[src/rtl/switch_sched_rr_pkg.sv]
// -----------------------------------------------------------------------------
// switch_sched_rr_pkg
// Shared constants and types for the 4-port switch crossbar scheduler.
//   NUM_PORTS             number of input and output ports (this revision: 4)
//   ADDR_WIDTH            destination mask width, one bit per output port
//   PORT_IDX_WIDTH        width of a port index
//   STARVE_LIMIT_DEFAULT  blocked cycles before an input is forced to the top
//   CNT_WIDTH_DEFAULT     width of the zero-mask drop counter
// -----------------------------------------------------------------------------
package switch_sched_rr_pkg;

   localparam int NUM_PORTS            = 4;
   localparam int ADDR_WIDTH           = 4;
   localparam int PORT_IDX_WIDTH       = $clog2(NUM_PORTS);
   localparam int STARVE_LIMIT_DEFAULT = 8;
   localparam int CNT_WIDTH_DEFAULT    = 16;

   typedef logic [ADDR_WIDTH-1:0]     port_mask_t;
   typedef logic [PORT_IDX_WIDTH-1:0] port_idx_t;

endpackage

[src/rtl/switch_sched_rr_wait_ctr.sv]
// -----------------------------------------------------------------------------
// sched_wait_ctr
// Per-input saturating wait counter. Counts consecutive cycles in which the
// input presents a packet but is not granted; when the count reaches
// STARVE_LIMIT the input is flagged as starving.
// Ports:
//   clk            clock
//   rst            asynchronous active-high reset
//   i_req_valid    input FIFO has a head packet
//   i_grant        input was granted (popped) this cycle
//   o_starve_flag  counter sits at STARVE_LIMIT; driven only by the register
// -----------------------------------------------------------------------------
module sched_wait_ctr
   import switch_sched_rr_pkg::*;
#(
   parameter int STARVE_LIMIT = STARVE_LIMIT_DEFAULT
) (
   input  logic clk,
   input  logic rst,
   input  logic i_req_valid,
   input  logic i_grant,
   output logic o_starve_flag
);

   localparam int                   CTR_WIDTH = $clog2(STARVE_LIMIT + 1);
   localparam logic [CTR_WIDTH-1:0] LIMIT     = CTR_WIDTH'(STARVE_LIMIT);

   logic [CTR_WIDTH-1:0] r_cnt;

   // NOTE: sequential state uses non-blocking assignments so every flop
   // samples pre-edge values regardless of block evaluation order.
   always_ff @(posedge clk or posedge rst) begin
      if (rst) begin
         r_cnt <= '0;
      end else if (!i_req_valid || i_grant) begin
         r_cnt <= '0;
      end else if (r_cnt != LIMIT) begin
         r_cnt <= r_cnt + CTR_WIDTH'(1);
      end
   end

   // Compare on the registered count: the flag drops the cycle after a grant.
   assign o_starve_flag = (r_cnt == LIMIT);

endmodule

[src/rtl/switch_sched_rr.sv]
// -----------------------------------------------------------------------------
// switch_sched_rr
// Round-robin crossbar scheduler for the 4-port switch. Each cycle it matches
// input FIFO heads to output ports (multicast all-or-nothing, output
// backpressure honoured, starvation bounded), pops the matched FIFOs and
// registers the output mux selects one cycle later to line up with the FIFO's
// registered read data.
// Ports:
//   clk            clock
//   rst            asynchronous active-high reset
//   i_req_valid    [i]      FIFO i has a head packet
//   i_req_dst      [4i+3:4i] destination mask of FIFO i head packet
//   i_out_ready    [o]      output o can accept a packet this cycle
//   o_grant        [i]      pop pulse to FIFO i (combinational)
//   o_mux_sel      [2o+1:2o] source input for output o (registered)
//   o_out_active   [o]      output o carries a valid packet (registered)
//   o_starve_flag  [i]      input i in forced-priority mode (registered)
//   o_drop_cnt     saturating count of zero-mask packets dropped (registered)
// -----------------------------------------------------------------------------
module switch_sched_rr
   import switch_sched_rr_pkg::*;
#(
   parameter int STARVE_LIMIT = STARVE_LIMIT_DEFAULT,
   parameter int CNT_WIDTH    = CNT_WIDTH_DEFAULT
) (
   input  logic                                clk,
   input  logic                                rst,
   input  logic [NUM_PORTS-1:0]                i_req_valid,
   input  logic [NUM_PORTS*ADDR_WIDTH-1:0]     i_req_dst,
   input  logic [NUM_PORTS-1:0]                i_out_ready,
   output logic [NUM_PORTS-1:0]                o_grant,
   output logic [NUM_PORTS*PORT_IDX_WIDTH-1:0] o_mux_sel,
   output logic [NUM_PORTS-1:0]                o_out_active,
   output logic [NUM_PORTS-1:0]                o_starve_flag,
   output logic [CNT_WIDTH-1:0]                o_drop_cnt
);

   localparam logic [PORT_IDX_WIDTH:0] ONE_DROP = (PORT_IDX_WIDTH+1)'(1);

   // Registered state
   port_idx_t                                 r_rr_ptr;
   logic [NUM_PORTS-1:0][PORT_IDX_WIDTH-1:0]  r_mux_sel;
   port_mask_t                                r_out_active;
   logic [CNT_WIDTH-1:0]                      r_drop_cnt;

   // Matching results
   logic [NUM_PORTS-1:0]                      w_starve_flag;
   port_idx_t                                 w_start;
   port_idx_t                                 w_idx;
   port_mask_t                                w_dst;
   port_mask_t                                w_taken;
   logic [NUM_PORTS-1:0]                      w_grant;
   logic [NUM_PORTS-1:0][PORT_IDX_WIDTH-1:0]  w_src;
   logic                                      w_first_found;
   port_idx_t                                 w_first_idx;
   logic [PORT_IDX_WIDTH:0]                   w_n_drops;
   logic [CNT_WIDTH:0]                        w_drop_sum;

   // --------------------------------------------------------------------------
   // Per-input wait counters
   // --------------------------------------------------------------------------
   for (genvar gi = 0; gi < NUM_PORTS; gi++) begin : g_wait
      sched_wait_ctr #(
         .STARVE_LIMIT (STARVE_LIMIT)
      ) u_wait_ctr (
         .clk           (clk),
         .rst           (rst),
         .i_req_valid   (i_req_valid[gi]),
         .i_grant       (w_grant[gi]),
         .o_starve_flag (w_starve_flag[gi])
      );
   end

   // --------------------------------------------------------------------------
   // Matching
   // --------------------------------------------------------------------------
   // NOTE: every variable written here gets a default before any conditional
   // assignment, so no path leaves it unassigned and no latch is inferred.
   always_comb begin
      w_start       = r_rr_ptr;
      w_idx         = '0;
      w_dst         = '0;
      w_taken       = '0;
      w_grant       = '0;
      w_src         = r_mux_sel;   // untaken outputs hold their select
      w_first_found = 1'b0;
      w_first_idx   = '0;
      w_n_drops     = '0;

      // Lowest-indexed starving input overrides the round-robin pointer.
      for (int k = NUM_PORTS - 1; k >= 0; k--) begin
         if (w_starve_flag[k]) begin
            w_start = port_idx_t'(k);
         end
      end

      for (int k = 0; k < NUM_PORTS; k++) begin
         // 2-bit add: the scan wraps from 3 back to 0.
         w_idx = w_start + port_idx_t'(k);
         w_dst = i_req_dst[w_idx*ADDR_WIDTH +: ADDR_WIDTH];
         if (!rst && i_req_valid[w_idx]) begin
            if (w_dst == '0) begin
               // Zero mask: pop and discard, no output consumed.
               w_grant[w_idx] = 1'b1;
               w_n_drops      = w_n_drops + ONE_DROP;
            end else if (((w_dst & w_taken) == '0) &&
                         ((w_dst & ~i_out_ready) == '0)) begin
               // Whole mask free and ready: grant all destinations at once.
               w_grant[w_idx] = 1'b1;
               w_taken        = w_taken | w_dst;
               for (int o = 0; o < NUM_PORTS; o++) begin
                  if (w_dst[o]) begin
                     w_src[o] = w_idx;
                  end
               end
               if (!w_first_found) begin
                  w_first_found = 1'b1;
                  w_first_idx   = w_idx;
               end
            end
         end
      end
   end

   assign w_drop_sum = {1'b0, r_drop_cnt} +
                       {{(CNT_WIDTH - PORT_IDX_WIDTH){1'b0}}, w_n_drops};

   // --------------------------------------------------------------------------
   // Pointer and output registers
   // --------------------------------------------------------------------------
   always_ff @(posedge clk or posedge rst) begin
      if (rst) begin
         r_rr_ptr     <= '0;
         r_mux_sel    <= '0;
         r_out_active <= '0;
         r_drop_cnt   <= '0;
      end else begin
         r_out_active <= w_taken;
         r_mux_sel    <= w_src;
         // Pointer moves past the first real grant, starving or not.
         if (w_first_found) begin
            r_rr_ptr <= w_first_idx + port_idx_t'(1);
         end
         r_drop_cnt <= w_drop_sum[CNT_WIDTH] ? '1 : w_drop_sum[CNT_WIDTH-1:0];
      end
   end

   assign o_grant       = w_grant;
   assign o_mux_sel     = r_mux_sel;
   assign o_out_active  = r_out_active;
   assign o_starve_flag = w_starve_flag;
   assign o_drop_cnt    = r_drop_cnt;

endmodule

[config.mk]
export PLATFORM = sky130hd
export DESIGN_NAME = switch_sched_rr
export DESIGN_NICKNAME = d
export VERILOG_FILES = /design/src/rtl/switch_sched_rr_pkg.sv /design/src/rtl/switch_sched_rr_wait_ctr.sv /design/src/rtl/switch_sched_rr.sv
export SDC_FILE = /design/constraint.sdc
export NUM_CORES = 1
export LEC_CHECK = 0
export CAP_MARGIN = 25
export CORE_UTILIZATION = 65
export CTS_CLUSTER_SIZE = 24
export DETAILED_ROUTE_END_ITERATION = 8
export DONT_BUFFER_PORTS = 1
export GPL_TIMING_DRIVEN = 1
export PLACE_DENSITY = 0.89
export SYNTH_ARGS = -nofsm -noshare
export SYNTH_HDL_FRONTEND = slang
export SYNTH_HIERARCHICAL = 1
export SYNTH_SLANG_ARGS = --single-unit
[constraint.sdc]
create_clock -name clk -period 9.9 [get_ports clk]
set_input_delay 1.485 -clock clk [delete_from_list [all_inputs] [get_ports clk]]
set_output_delay 1.485 -clock clk [all_outputs]
set_load 0.1 [all_outputs]
==> impl_metrics.env <==
export IMPL_min_from="g_wait[0].u_wait_ctr/r_cnt[3]"
export IMPL_p_seq_share_pct=30.7
export IMPL_wl_per_cell_um=20.63
export IMPL_end_kind="flop"
export IMPL_drc=6
export IMPL_insertion_delay_ps=310
export IMPL_die_area_um2=7059
export IMPL_worst_path_max_delay_cell="ha_1"
export IMPL_drt_pass1_iterations=8
export IMPL_rsz0062_at_grt="no"
export IMPL_path_cells="inv_1, ha_1, and3b_1, buf_4, o21ba_1, o21ai_4, inv_4, ha_1, mux4_1, nor4_1, ha_1, mux2_2, ha_1, mux2_2, ha_1, mux2_2, fa_1, a21oi_1, nor2_1, and3_1, and3_1, and2_1, nand4_1, o21ai_0"
export IMPL_via_count=3920
export IMPL_die_x_um=84.02
export IMPL_drv_cap=0
export IMPL_hpwl_mm=8.669
export IMPL_worstPathMaxFanout=44
export IMPL_mappedNetlistArea_um2=4373
export IMPL_hold_end="g_wait[0].u_wait_ctr/r_cnt[3]"
export IMPL_drv_slew=0
export IMPL_yosysSeqAreaShare_pct=26.32
export IMPL_setup_viol=0
export IMPL_fmax_mhz=127.0
export IMPL_status="finished with violations"
export IMPL_drtAntennaViolNets=0
export IMPL_syn2layout_area_growth_pct=5.179
export IMPL_crit_path_start_kind="flop"
export IMPL_grt_pass1_wl_mm=19.16
export IMPL_htree_levels=2
export IMPL_yosys_area_share_xor_xnor_pct=3.405
export IMPL_cts_resized=0
export IMPL_p_leak_nw=2.068
export IMPL_io_pins=62
export IMPL_synth_edf_count=0
export IMPL_min_period_over_period_pct=79.52
export IMPL_cts_buffers=5
export IMPL_yosys_area_share_adder_pct=5.608
export IMPL_critPathLaunch="g_wait[2].u_wait_ctr/r_cnt[0]"
export IMPL_port_buffers=0
export IMPL_hold_viol_final=0
export IMPL_yosys_mux_area_fraction_pct=12.27
export IMPL_cts_setup_buffers=0
export IMPL_root_buffer="clkbuf_8"
export IMPL_grt_ovfl_total=0
export IMPL_tightest_slew_ps=1061
export IMPL_synthCells=479
export IMPL_clockBufferDepth=2
export IMPL_rows=29
export IMPL_worst_ep_required_time_ps=10070
export IMPL_switching_share_pct=58.01
export IMPL_synth_cell_types=82
export IMPL_initial_core_util_pct=68.09
export IMPL_gp_congestion=1.039
export IMPL_antenna_found_initial=0
export IMPL_clockPowerShare_pct=8.0
export IMPL_synth_seq_cells=46
export IMPL_cts_sinks=46
export IMPL_worstSetupPathType="reg2reg"
export IMPL_cpMostUsedCell="ha_1"
export IMPL_power_density_nw_per_um2=338.8
export IMPL_min_period_ps=7872
export IMPL_clk_pin_slew_worst_paths_ps=90
export IMPL_worst_r2r_cell_count=24
export IMPL_synth_warnings=6
export IMPL_synth_compound_area_share_pct=21.52
export IMPL_grt_max_degree=45
export IMPL_grt_pass1_vias=3940
export IMPL_cp_slowest_stage_delay_ps=680
export IMPL_finalPower_mw=1.558
export IMPL_synth_simple_area_share_pct=24.41
export IMPL_cts_hold_buf=0
export IMPL_synthFlopType="dfrtp_1"
export IMPL_violations="DRC"
export IMPL_drtIter0Drc=345
export IMPL_async_flop_share_pct=100.0
export IMPL_syn_num_nets=524
export IMPL_ir_drop_v=0.0001635
export IMPL_die_h_um=84.02
export IMPL_grt_usage_pct=34.02
export IMPL_crit_buf_inv=3
export IMPL_cts_tree="yes"
export IMPL_layout_drive_gt1_share_pct=12.53
export IMPL_reg2reg_setup_slack_ps=2030
export IMPL_intPower_uw=654.3
export IMPL_hold_class="reg2reg"
export IMPL_syn_avg_cell_area_um2=9.129
export IMPL_n_antenna_cell=0
export IMPL_drt_wl_total_mm=11.47
export IMPL_synth_top_family_by_area="simple AND/OR/NAND/NOR gates"
export IMPL_critPathTopFamily="adder cells"
export IMPL_finalClockSkew_ps=6.146
export IMPL_nets=523
export IMPL_vias_per_cell=7.050
export IMPL_crit_arrival_ps=8040
export IMPL_relSlewSlack_pct=29.27
export IMPL_combPwrFrac_pct=61.3
export IMPL_r2r_end="o_drop_cnt[7]"
export IMPL_netSwitchingPower_uw=904.0
export IMPL_finalSetupTns_ps=0
export IMPL_rr_startpoint="g_wait[2].u_wait_ctr/r_cnt[0]"
export IMPL_core_area_um2=6422
export IMPL_hold_depth=2
[per-stage QoR]
step,hold WS (ps),cells,worst slack (ps),utilization (%),area (um2)
final,584.7,556,2028,71.62,4599
after global routing,608.3,556,1531,71.62,4599
after CTS,584.8,556,2073,71.62,4599
after detailed placement,567.0,548,2092,70.13,4504
after global placement,539.8,542,2413,68.67,4410
after floorplan,521.3,479,1114,-,4373
[layer usage]
| layer | routed length, um | track usage (%) | up-vias | part of all wire (%) |
|---|---|---|---|---|
| li1 | - | - | 1797 | - |
| met1 | 4382 | 39.19 | 1891 | 38 |
| met2 | 5880 | 60.36 | 198 | 51 |
| met3 | 901 | 7.418 | 34 | 7.9 |
| met4 | 306 | 15.05 | 0 | 2.7 |
| met5 | 0 | 0 | - | 0 |
[cell usage after synthesis, types with 4 or more instances]
master	instances	share of area, %
a21oi_1	17	1.9
buf_2	4	0.46
xor2_1	5	1.0
nand2_1	44	3.8
mux2i_1	33	7.6
inv_1	31	2.7
a22oi_1	4	0.69
xnor2_1	12	2.4
nand3b_1	16	2.7
a31oi_1	7	1.0
mux2_2	5	1.3
o21ai_0	10	1.1
dfrtp_1	46	26
and3b_1	4	0.80
nor2_1	30	2.6
ha_1	18	5.2
clkbuf_1	11	0.94
nand3_1	14	1.6
a222oi_1	8	1.8
and3_1	16	2.3
o211ai_1	7	1.2
a211oi_1	16	2.7
and2_1	11	1.6
buf_6	6	1.5
a211oi_2	5	1.4
nor4b_4	4	2.2
nand2b_1	5	0.72
mux4_2	5	2.6
or3b_1	8	1.6
[placed cells by master, fill, tap and decap left out, types with 12 or more instances in the layout]
cell / Yosys / layout
and3_1: 16 / 16
mux2i_1: 33 / 33
ha_1: 18 / 18
nand3_1: 14 / 14
dfrtp_1: 46 / 46
a211oi_1: 16 / 16
nand2_1: 44 / 44
nor2_1: 30 / 30
xnor2_1: 12 / 12
nand3b_1: 16 / 16
a21oi_1: 17 / 17
inv_1: 31 / 31
[state kept, by name (all words and copies together) (netlist names)]
name,cells
g_wait.u_wait_ctr/r_cnt,16
r_rr_ptr,2
o_drop_cnt,16
o_out_active,4
o_mux_sel,8
[final cells by class]
class,instances,area (um2)
tap,77,96.34
timing repair buffer,17,176.4
multi-input combinational,375,2954
sequential,46,1151
clock inverter,1,8.758
inverter,33,126.4
clock buffer,7,86.33
fill,482,1823
[tightest hold or removal path, cell delays in order (launching register included)]
cell     delay, ps
dfrtp_1        370
or3b_1         120
mux2i_1         60
[worst max path at each step]
stage          cells past startpoint             to
2_1_floorplan                     22     o_grant[0]
3_3_place_gp                      24  o_drop_cnt[7]
3_5_place_dp                      24  o_drop_cnt[7]
4_1_cts                           24  o_drop_cnt[7]
5_1_grt                           24  o_drop_cnt[7]
6_report                          24  o_drop_cnt[7]
[cells by family after synthesis]
| kind of cell | count (synthesis) |
|---|---|
| compound gates | 116 |
| simple gates | 178 |
| mux | 45 |
| flops | 46 |
| xor+xnor | 17 |
| buf+inv | 58 |
| fa+ha+maj | 19 |
[power by group through the flow]
| stage | clock network [mW] | logic (mW) | registers (mW) |
|---|---|---|---|
| after floorplan | 0 | 0.731 | 0.467 |
| after global placement | 0 | 0.870 | 0.480 |
| after detailed placement | 0 | 0.928 | 0.483 |
| after CTS | 0.127 | 0.936 | 0.479 |
| after global routing | 0.135 | 1.04 | 0.486 |
| final | 0.125 | 0.955 | 0.479 |
No activity file was read; power rests on OpenSTA's default activity.
